File: config.mk
export PLATFORM = sky130hd
export DESIGN_NAME = seg7_scan_driver
export DESIGN_NICKNAME = d
export VERILOG_FILES = /design/src/rtl/seg7_scan_driver_pkg.sv /design/src/rtl/seg7_scan_driver_bcd_to_seg7.sv /design/src/rtl/seg7_scan_driver.sv
export SDC_FILE = /design/constraint.sdc
export NUM_CORES = 1
export LEC_CHECK = 0
export CORE_ASPECT_RATIO = 0.8
export CORE_MARGIN = 8
export CORE_UTILIZATION = 30
export DETAILED_ROUTE_END_ITERATION = 8
export PLACE_DENSITY = 0.58
export REMOVE_ABC_BUFFERS = 1
export SYNTH_ARGS = -nofsm -noshare
export SYNTH_HDL_FRONTEND = slang
export SYNTH_HIERARCHICAL = 1
export SYNTH_SLANG_ARGS = --single-unit
export TNS_END_PERCENT = 5
File: constraint.sdc
create_clock -name clk -period 5.8 [get_ports clk]
set_input_delay 0.58 -clock clk [delete_from_list [all_inputs] [get_ports clk]]
set_output_delay 0.58 -clock clk [all_outputs]
set_load 0.01 [all_outputs]
File: src/rtl/seg7_scan_driver_pkg.sv
// Shared definitions for the six-digit seven-segment scan driver.
package seg7_scan_driver_pkg;

  // Mode word from the clock controller; any other code is treated as invalid.
  typedef enum logic [3:0] {
    S_RESET = 4'd0,
    S_SET   = 4'd1,
    S_START = 4'd3
  } mode_e;

  // Digit identity codes (identity = slot + 1).
  localparam logic [3:0] DIG_LSB = 4'd1;
  localparam logic [3:0] DIG_HSB = 4'd2;
  localparam logic [3:0] DIG_LMB = 4'd3;
  localparam logic [3:0] DIG_HMB = 4'd4;
  localparam logic [3:0] DIG_LHB = 4'd5;
  localparam logic [3:0] DIG_HHB = 4'd6;

  localparam int unsigned NumDigits = 6;

  // Active-low segment words, bit order {g,f,e,d,c,b,a}.
  localparam logic [6:0] SEG_DASH = 7'b0111111;
  localparam logic [6:0] SEG_OFF  = 7'b1111111;

  // BCD to active-low pattern; non-decimal codes show a dash.
  function automatic logic [6:0] seg_pattern(input logic [3:0] bcd);
    logic [6:0] pat;
    case (bcd)
      4'd0:    pat = 7'b1000000;
      4'd1:    pat = 7'b1111001;
      4'd2:    pat = 7'b0100100;
      4'd3:    pat = 7'b0110000;
      4'd4:    pat = 7'b0011001;
      4'd5:    pat = 7'b0010010;
      4'd6:    pat = 7'b0000010;
      4'd7:    pat = 7'b1111000;
      4'd8:    pat = 7'b0000000;
      4'd9:    pat = 7'b0010000;
      default: pat = SEG_DASH;
    endcase
    return pat;
  endfunction

endpackage

File: src/rtl/seg7_scan_driver_bcd_to_seg7.sv
// Combinational BCD digit to active-low seven-segment pattern.
module bcd_to_seg7
  import seg7_scan_driver_pkg::*;
(
  input  logic [3:0] bcd_i,
  output logic [6:0] seg_o
);

  // Table lookup lives in the package so every user shares one encoding.
  always_comb begin
    seg_o = seg_pattern(bcd_i);
  end

endmodule

File: src/rtl/seg7_scan_driver.sv
// Time-multiplexed six-digit seven-segment driver with set-mode blink,
// colon dots and leading-zero blanking. Outputs are registered.
module seg7_scan_driver
  import seg7_scan_driver_pkg::*;
#(
  parameter int unsigned SCAN_DIV  = 50000,
  parameter int unsigned BLINK_DIV = 25000000
) (
  input  logic        clk,
  input  logic        rst_n,
  input  logic [3:0]  state,
  input  logic [23:0] currentBits,
  input  logic [3:0]  editDigit,
  input  logic        blankLead,
  output logic [5:0]  anode,
  output logic [6:0]  seg,
  output logic        dp
);

  localparam int unsigned ScanW  = (SCAN_DIV > 1) ? $clog2(SCAN_DIV) : 1;
  localparam int unsigned BlinkW = (BLINK_DIV > 1) ? $clog2(BLINK_DIV) : 1;

  logic [ScanW-1:0]  scan_cnt_q, scan_cnt_d;
  logic [BlinkW-1:0] blink_cnt_q, blink_cnt_d;
  logic [2:0]        slot_q, slot_d;
  logic              phase_q, phase_d;
  logic [23:0]       frame_q, frame_d;
  logic [5:0]        anode_q, anode_d;
  logic [6:0]        seg_q, seg_d;
  logic              dp_q, dp_d;

  logic        scan_wrap, blink_wrap;
  logic [3:0]  digit;
  logic [6:0]  digit_seg;
  logic        mode_valid, lead_blank, edit_hit;

  // Counter, slot, blink phase and frame next-state.
  always_comb begin
    scan_wrap   = (scan_cnt_q == ScanW'(SCAN_DIV - 1));
    blink_wrap  = (blink_cnt_q == BlinkW'(BLINK_DIV - 1));
    scan_cnt_d  = scan_wrap ? '0 : scan_cnt_q + 1'b1;
    blink_cnt_d = blink_wrap ? '0 : blink_cnt_q + 1'b1;
    phase_d     = blink_wrap ? ~phase_q : phase_q;
    slot_d      = slot_q;
    frame_d     = frame_q;
    if (scan_wrap) begin
      slot_d = (slot_q == 3'd5) ? 3'd0 : slot_q + 3'd1;
      // Latch a whole frame only as the scan returns to slot 0 so digits never tear.
      if (slot_q == 3'd5) frame_d = currentBits;
    end
  end

  // Select the nibble for the slot being driven.
  always_comb begin
    digit = frame_q[3:0];
    case (slot_q)
      3'd1:    digit = frame_q[7:4];
      3'd2:    digit = frame_q[11:8];
      3'd3:    digit = frame_q[15:12];
      3'd4:    digit = frame_q[19:16];
      3'd5:    digit = frame_q[23:20];
      default: digit = frame_q[3:0];
    endcase
  end

  bcd_to_seg7 u_bcd_to_seg7 (
    .bcd_i (digit),
    .seg_o (digit_seg)
  );

  // Output decode: dark modes, leading-zero blank, edit blink and separators.
  always_comb begin
    mode_valid = (state == S_SET) || (state == S_START);
    lead_blank = blankLead && (slot_q == 3'd5) && (digit == 4'd0);
    // editDigit of 0 or above 6 never equals slot + 1, so nothing blinks.
    edit_hit   = (state == S_SET) && (editDigit == ({1'b0, slot_q} + 4'd1));
    anode_d    = 6'h3F;
    if (mode_valid && !lead_blank && !(edit_hit && !phase_q)) begin
      anode_d = ~(6'b000001 << slot_q);
    end
    seg_d = mode_valid ? digit_seg : SEG_OFF;
    dp_d  = 1'b1;
    if (((slot_q == 3'd2) || (slot_q == 3'd4)) &&
        ((state == S_SET) || ((state == S_START) && phase_q))) begin
      dp_d = 1'b0;
    end
  end

  // State and registered outputs; synchronous reset wins over everything.
  always_ff @(posedge clk) begin
    if (!rst_n) begin
      scan_cnt_q  <= '0;
      blink_cnt_q <= '0;
      slot_q      <= 3'd0;
      phase_q     <= 1'b1;
      frame_q     <= '0;
      anode_q     <= 6'h3F;
      seg_q       <= SEG_OFF;
      dp_q        <= 1'b1;
    end else begin
      scan_cnt_q  <= scan_cnt_d;
      blink_cnt_q <= blink_cnt_d;
      slot_q      <= slot_d;
      phase_q     <= phase_d;
      frame_q     <= frame_d;
      anode_q     <= anode_d;
      seg_q       <= seg_d;
      dp_q        <= dp_d;
    end
  end

  assign anode = anode_q;
  assign seg   = seg_q;
  assign dp    = dp_q;

endmodule

# ---- Yosys cells after proc, flatten, opt, wreduce, memory -nomap -nowiden
# Memory sizes are Yosys's and may differ from the RTL's. A register that Yosys moved wholly into a read port is not among the register bits.
# Index checks and enable logic that the tools add are counted.
dict set report classes {
  addsub 4
  eq_ne 10
  n_shift 1
  muxes 3
  bitwise_logic 3
  reduce_logical 21
}
# op n
set op_table {}
lappend op_table {{25-bit by 1-bit adder with 25-bit output, second input constant} 1}
lappend op_table {{25-bit == test, second input constant} 1}
lappend op_table {{4-bit one-hot mux with 5 select lines} 1}
lappend op_table {{16-bit by 1-bit adder with 16-bit output, second input constant} 1}
lappend op_table {{16-bit == test, second input constant} 1}
lappend op_table {{1-bit logical AND} 8}
lappend op_table {{3-bit by 2-bit == test with 1-bit output, second input constant} 2}
lappend op_table {{3-bit == test, second input constant} 2}
lappend op_table {{6-bit NOT} 1}
lappend op_table {{2-bit AND reduction} 3}
lappend op_table {{1-bit by 3-bit left shift with 6-bit output, first input constant} 1}
lappend op_table {{3-bit by 1-bit adder with 4-bit output, second input constant} 1}
lappend op_table {{4-bit by 1-bit == test with 1-bit output, second input constant} 1}
lappend op_table {{4-bit by 2-bit == test with 1-bit output, second input constant} 1}
lappend op_table {{4-bit == test} 1}
lappend op_table {{1-bit logical NOT} 4}
lappend op_table {{4-bit logical NOT} 1}
lappend op_table {{2-bit OR reduction} 2}
lappend op_table {{3-bit by 1-bit adder with 3-bit output, second input constant} 1}
lappend op_table {{3-bit by 1-bit == test with 1-bit output, second input constant} 1}
lappend op_table {{1-bit logical OR} 3}
lappend op_table {{3-bit two-way mux} 1}
lappend op_table {{1-bit NOT} 2}
lappend op_table {{1-bit two-way mux} 1}
dict set report word_totals {
  regBits 76
  romBits 112
  input_bits 35
  output_inout_bits 14
  n_memories 1
}
# name words word_bits read_ports rd_clocked_by_memory_dff write_ports line
set memory_table {}
lappend memory_table {{(no name shown)} 16 7 1 1 0 seg7_scan_driver_pkg.sv:28} ;# case (bcd)

# ---- Logic depth before layout (Yosys ltp)
# Gate-level depths: netlist of the first run.
dict set report logic_depth {
  depth_word 8
  depth_mapped 12
}

# ---- By module
# The synthesis of the first run kept the hierarchy.
# module n_inst cells_per_inst area_each_um2 seq_area_each_um2
set by_module_without_submodules {}
lappend by_module_without_submodules {seg7_scan_driver 1 412 3657.3 1661.6}
lappend by_module_without_submodules {bcd_to_seg7 1 31 224.0 0.0}

# ---- Worst setup path after synthesis of the first run
# OpenSTA, ideal clock, no wires.
dict set report synth_timing {
  path_kind {reg-to-reg}
  start {register slot_q[2]}
  end {register seg_q[3], in the netlist seg[3]}
  setup_ns 0.143
  t_arrival_ns 2.490
  required_time_ns 5.657
  slack_ns 3.166
  stages_incl_launch_ff 13
  n_path_buf 2
  period_less_slack_ns 2.634
  cell_sequence {dfxtp_1 clkbuf_1 inv_1 ha_1 or3_1 buf_2 mux2i_2 inv_1 inv_1 ha_1 and3b_1 a21oi_1 nand2b_1}
}
dict set report synth_via {
  elab_chain_len 2
  elab_cells_between_ends 6
  classes_between {eq/ne: 5; mux: 1}
}
# element line
set synth_rtl {}
lappend synth_rtl {{start: declaration} seg7_scan_driver.sv:25} ;# logic [2:0] slot_q, slot_d;
lappend synth_rtl {{start signal: assignment} seg7_scan_driver.sv:103} ;# slot_q <= slot_d;
lappend synth_rtl {{3-bit == test, or another cell as far along} seg7_scan_driver.sv:56} ;# case (slot_q)
lappend synth_rtl {{4-bit one-hot mux with 5 select lines *} seg7_scan_driver.sv:56}
lappend synth_rtl {{named net digit[1]} seg7_scan_driver.sv:33} ;# logic [3:0] digit;
lappend synth_rtl {{end: declaration} seg7_scan_driver.sv:29} ;# logic [6:0] seg_q, seg_d;
# Mark *: on every way through the listed nets, which the timed path passes. The rest lies on a longest branch.
# A chain may end at the register's enable or synchronous reset.

# ---- Final worst setup path of the first run
dict set report layout_timing {
  start {register slot_q[2]}
  end {register seg_q[0], in the netlist seg[0]}
}
# The elaborated chain is that of the path after synthesis.

==> results of run 1 <==
## state kept, by name (all words and copies together) (netlist names)
name and flops:
frame_q 24, anode 6, blink_cnt_q 25, phase_q 1
slot_q 3, seg 7, dp 1, scan_cnt_q 16
## stage by stage
stage	cells	total power (W)	setup slack (ns)	hold slack (ns)
floorplan	423	0.000605	3.16	0.413
finish	665	0.00124	2.80	0.438
CTS	665	0.00126	2.84	0.443
global route	665	0.00129	2.58	0.477
global placement	649	0.000639	2.97	0.421
detailed placement	649	0.000639	2.87	0.434
## layout make-up
| type | count | share of cell area [%] |
|---|---|---|
| multi-input cells | 326 | 42.4 |
| flip-flops and latches | 83 | 34.7 |
| repair buffers | 51 | 10.5 |
| clock buffers | 9 | 4.70 |
| well taps | 175 | 4.57 |
| clock inverters | 7 | 2.06 |
| inverters | 14 | 1.10 |
## metal layers
layer	GRT usage [%]	routed length, um	vias up
li1	-	-	1573
met3	3.93	541	4
met4	2.98	49	0
met2	15.4	3660	70
met5	0	0	-
met1	14.0	4360	1414
## logic make-up after synthesis
group / after synthesis / share of synthesized area, %
and+or+nand+nor: 217 / 28.0
DFF: 83 / 42.8
AOI/OAI and AO/OA: 52 / 10.0
xor gates and xnor gates: 42 / 9.48
buffers and inverters: 34 / 4.84
adders and majority gates: 12 / 3.87
muxes: 3 / 0.999
## synth_stat cells (3+ instances only)
cell,number
a21boi_0,5
a21oi_1,5
nand2_1,67
nor2b_1,4
nor3_1,10
inv_1,14
a22oi_1,3
buf_2,6
nand3_1,23
nor4_1,4
and2_1,3
ha_1,12
xnor2_1,29
and3_1,4
o21ai_0,3
clkbuf_1,6
dfxtp_1,83
xor2_1,13
buf_6,6
nand2b_1,10
nor2_1,55
and4_1,3
nor3_2,4
a21boi_1,20
nand4_1,10
## power by group through the flow
| stage | registers [W] | clock network, W | logic [W] |
|---|---|---|---|
| floorplan | 0.000591 | 0 | 0.0000138 |
| global placement | 0.000591 | 0 | 0.0000480 |
| detailed placement | 0.000591 | 0 | 0.0000484 |
| CTS | 0.000578 | 0.000630 | 0.0000490 |
| global route | 0.000578 | 0.000658 | 0.0000526 |
| finish | 0.000578 | 0.000616 | 0.0000484 |
## worst max-delay path, stage by stage (launching register included)
cell,delay [ns]
dfxtp_1,0.63
inv_1,0.16
ha_1,0.33
or3_1,0.49
o211a_1,0.18
nor2_1,0.56
mux2i_1,0.31
a21oi_1,0.09
nand2b_1,0.13
## final timing paths
check | from | end | depth (start not counted)
setup / recovery | slot_q[2] | seg[0] | 8
hold / removal | blink_cnt_q[0] | blink_cnt_q[0] | 1
hold reg to reg | blink_cnt_q[0] | blink_cnt_q[0] | 1
setup reg to reg | slot_q[2] | seg[0] | 8
==> impl_metrics.toml, run 1 <==
[cts]
cts_resized = 0
cts_hold_buffers = 0
clk_latency_ns = 0.33
clk_pin_slew_ns = 0.06
numCtsBuffers = 9
cts_buffer_depth = 2
post_cts_buffers = 0
cts_tree = "built"
cts_sinks = 83
root_buffer = "clkbuf_16"
htreeDepth = 3

[pwr]
p_sw_w = 0.000257
power_density_mw_per_mm2 = 259
leakagePower_nw = 1.63
max-vdd-ir-drop_v = 0.000157
combPwrFrac_pct = 3.9
clkPwrFrac_pct = 49.6
swShare_pct = 20.7
p_int_w = 0.000986
seq_power_share_pct = 46.5

[final_layout]
layout-drive-gt1-share_pct = 6.33
regArea_mm2 = 0.00166
layout_common_cells = "83 x dfxtp_1, 67 x nand2_1, 55 x nor2_1, 48 x clkdlybuf4s50_1, 29 x xnor2_1"
multi_input_area_mm2 = 0.00203
finalInstanceArea_mm2 = 0.00479
nets = 532
diodes = 0
fill_cells = 1273
area_growth_pct = 23.5
layout.cells.most_common = "dfxtp_1"
utilization_pct = 37.6

[run_status]
status = "finished clean"

[die]
ios = 49
die_h_um = 118
die_w_um = 143
core.rowCount = 37
fp.coreArea_mm2 = 0.0127
die-area_mm2 = 0.0169
start_util_pct = 30.5

[global_route]
first_global_vias = 3016
grt_max_degree = 34
grt.overflow.total = 0
grt_pass1_wl_um = 14500
antenna_found_initial = 0
grt_usage_pct = 10.5

[synth]
synth-seq-area-share_pct = 42.8
synth_top_area_share_pct = 42.8
syn_avg_cell_area_um2 = 8.76
synth-seq-cells = 83
synthFlopType = "dfxtp_1"
synth-edff-count = 0
syn_inst = 443
synth_area_leaders = "dfxtp_1 43%, xnor2_1 6.5%, nand2_1 6.5%, nor2_1 5.3%, a21boi_1 3.9%"
synth_cell_types = 57
syn-cell-area_mm2 = 0.00388
yosysWarnings = 6
synth-async-reset-ratio_pct = 0
synth_top_area_cell = "dfxtp_1"

[sta]
hold_viol_final = 0
rsz0062_at_grt = "no"
finalSetupViolCount = 0
finClkSkew_ns = 0.00662
setup_tns_ns = 0
min_period_over_period_pct = 51.7
drv_slew = 0
slew_headroom_pct = 37.7
fin_crit_ns = 3.00
maxClockFrequency_ghz = 0.334
tightestPinTransition_ns = 0.934

[flow_run]
max_cap_violations = 0

[routing]
first_pass_iters = 4
vias_per_cell = 4.60
wl_per_cell_um = 13.0
vias = 3061
drcViolationCount = 0
drt_iter0_drc = 205
ant_nets = 0
wl_um = 8610

[placement]
dpl.hpwl_um = 6260
place_area_mm2 = 0.00447
place.gp.congestion = 0.866
io_buffers = 48

[worst_setup_path]
critical_path_class = "register to register"
arrival_ns = 3.22
cp_max_fo = 16
start_kind = "register"
reg2reg_slack_ns = 2.80
worstPathRequired_ns = 6.02
endpoint_kind = "register"

[hold_path]
holdCritPathClass = "register to register"
Note: power is estimated with default switching activity, not from simulation.
==> inputs of run 2 (changes only) <==
- clock period: 5.8 -> 2.95 ns (I/O delays scaled with it)
==> run 2 against run 1 <==
Net effect:
- non-clock buffer count grew 5
- flip-flop and latch count is the same
- clock skew grew 0.0014 ns
- sequential share of layout area shrank 0.20 points
- fmax grew 9.3%
==> impl_metrics.toml, run 2 (synthesis gave the netlist of run 1 again) <==
[final_layout]
largest_register = "blink_cnt_q"
largest_reg_flops = 25
layout-drive-gt1-share_pct = 7.68
diodes = 0
layout_common_cells = "82 x dfxtp_1, 67 x nand2_1, 55 x nor2_1, 48 x clkdlybuf4s50_1, 29 x xnor2_1"
nets = 537
layout.cells.most_common = "dfxtp_1"
fill_cells = 1302
area_growth_pct = 24.3
largestRegisters = "blink_cnt_q x25, frame_q x24, scan_cnt_q x16"

[worst_setup_path]
critical_path_class = "register to register"
endpoint_kind = "register"
reg2reg_slack_ns = 0.21
critical-path-top-delay-family = "multiplexers"
worstPathRequired_ns = 3.18
cp_slowest_stage_delay_ns = 0.43
cp_common_cell = "inv_1"
slowest_stage = "or3_1"
crit_chain = "inv_1, ha_1, mux2_4, or3_1, mux2i_2, inv_1, inv_1, ha_1, mux2i_1, a21oi_1, nand2b_1"
timing.rr.start = "slot_q[0]"
timing.rr.end = "seg[3]"
reg2reg_depth = 11
arrival_ns = 2.97
path_buf_inv = 3
cp_max_fo = 7
start_kind = "register"

[sta]
finClkSkew_ns = 0.00801
whs_ns = 0.435
rsz0062_at_grt = "no"
fin_crit_ns = 2.74
maxClockFrequency_ghz = 0.365
drv_slew = 0
hold_viol_final = 0
min_period_over_period_pct = 92.9
slew_headroom_pct = 46.6
setup_tns_ns = 0
finalSetupViolCount = 0
tightestPinTransition_ns = 0.800

[cts]
htreeDepth = 3
cts_tree = "built"
cts_buffer_depth = 2
numCtsBuffers = 9
clk_latency_ns = 0.33
cts_hold_buffers = 0
cts_sinks = 83
clk_pin_slew_ns = 0.06
root_buffer = "clkbuf_16"

[hold_path]
min_to = "blink_cnt_q[0]"
holdPathStages = 1
holdCritPathClass = "register to register"
hold_start = "blink_cnt_q[0]"

[die]
fp.coreArea_mm2 = 0.0127
ios = 49
start_util_pct = 30.5
die-area_mm2 = 0.0169
die_h_um = 118
core.rowCount = 37
die_w_um = 143

[routing]
wl_um = 8600
wl_per_cell_um = 12.8
ant_nets = 0
first_pass_iters = 4
drt_iter0_drc = 200
vias_per_cell = 4.64
vias = 3107
drcViolationCount = 0

[global_route]
antenna_found_initial = 0
first_global_vias = 2940
grt_usage_pct = 10.4
grt_pass1_wl_um = 14400
grt.overflow.total = 0
grt_max_degree = 33

[placement]
dpl.hpwl_um = 6420
place.gp.congestion = 0.818
io_buffers = 48

[pwr]
p_total_w = 0.00239
power_density_mw_per_mm2 = 495
max-vdd-ir-drop_v = 0.000197
leakagePower_nw = 1.65

[flow_run]
max_cap_violations = 0

[run_status]
status = "finished clean"
-- run 2: cell types whose count changed in the layout (fill, tap and decap cells not counted), sizes merged --
cell,delta
buf,+5
clkbuf,+2
inv,-2
bufinv,-1
clkinv,+1
-- run 2: per-layer routing --
metal | track usage, % | vias to the layer above | part of all wire [%] | wire [um]
li1 | - | 1587 | - | -
met1 | 13.9 | 1455 | 49 | 4250
met2 | 15.7 | 57 | 44 | 3780
met3 | 3.08 | 8 | 5.8 | 499
met4 | 3.58 | 0 | 0.81 | 70
met5 | 0 | - | 0 | 0
-- run 2: cell type report --
type | instances | area [um^2] | share of cell area (%)
flip-flops and latches | 83 | 1660 | 34.5
well taps | 175 | 219 | 4.54
multi-input cells | 326 | 2040 | 42.2
clock inverters | 5 | 60.1 | 1.25
inverters | 14 | 52.6 | 1.09
repair buffers | 56 | 541 | 11.2
clock buffers | 11 | 253 | 5.24
-- run 2: stage by stage --
step           util, %  cells  setup slack (ns)  instance area (um^2)
6_report          37.9    670             0.209                  4820
5_1_grt           37.9    670            0.0721                  4820
4_1_cts           37.8    670             0.159                  4820
3_5_place_dp      35.4    654             0.179                  4510
3_3_place_gp      35.4    654             0.306                  4510
2_1_floorplan        -    423             0.310                  3750
-- run 2: how the worst max path moves through the flow --
| stage | startpoint | end | depth (start not counted) |
|---|---|---|---|
| 2_1_floorplan | slot_q[0] | seg[0] | 9 |
| 4_1_cts | slot_q[0] | seg[2] | 10 |
| 6_report | slot_q[0] | seg[3] | 11 |
| 5_1_grt | slot_q[0] | seg[3] | 11 |
| 3_5_place_dp | slot_q[0] | seg[2] | 10 |
| 3_3_place_gp | slot_q[0] | seg[3] | 11 |
-- run 2: report_power, final --
group / switching [W] / internal (W) / leakage [nW]
Sequential: 0.00000656 / 0.00113 / 0.671
Clock: 0.000450 / 0.000705 / 0.152
Combinational: 0.0000353 / 0.0000598 / 0.827
-- run 2: what timing repair did --
action,in CTS,in global routing
setup endpoints to repair,0,3
setup buffers,0,0
gates resized for setup,0,2
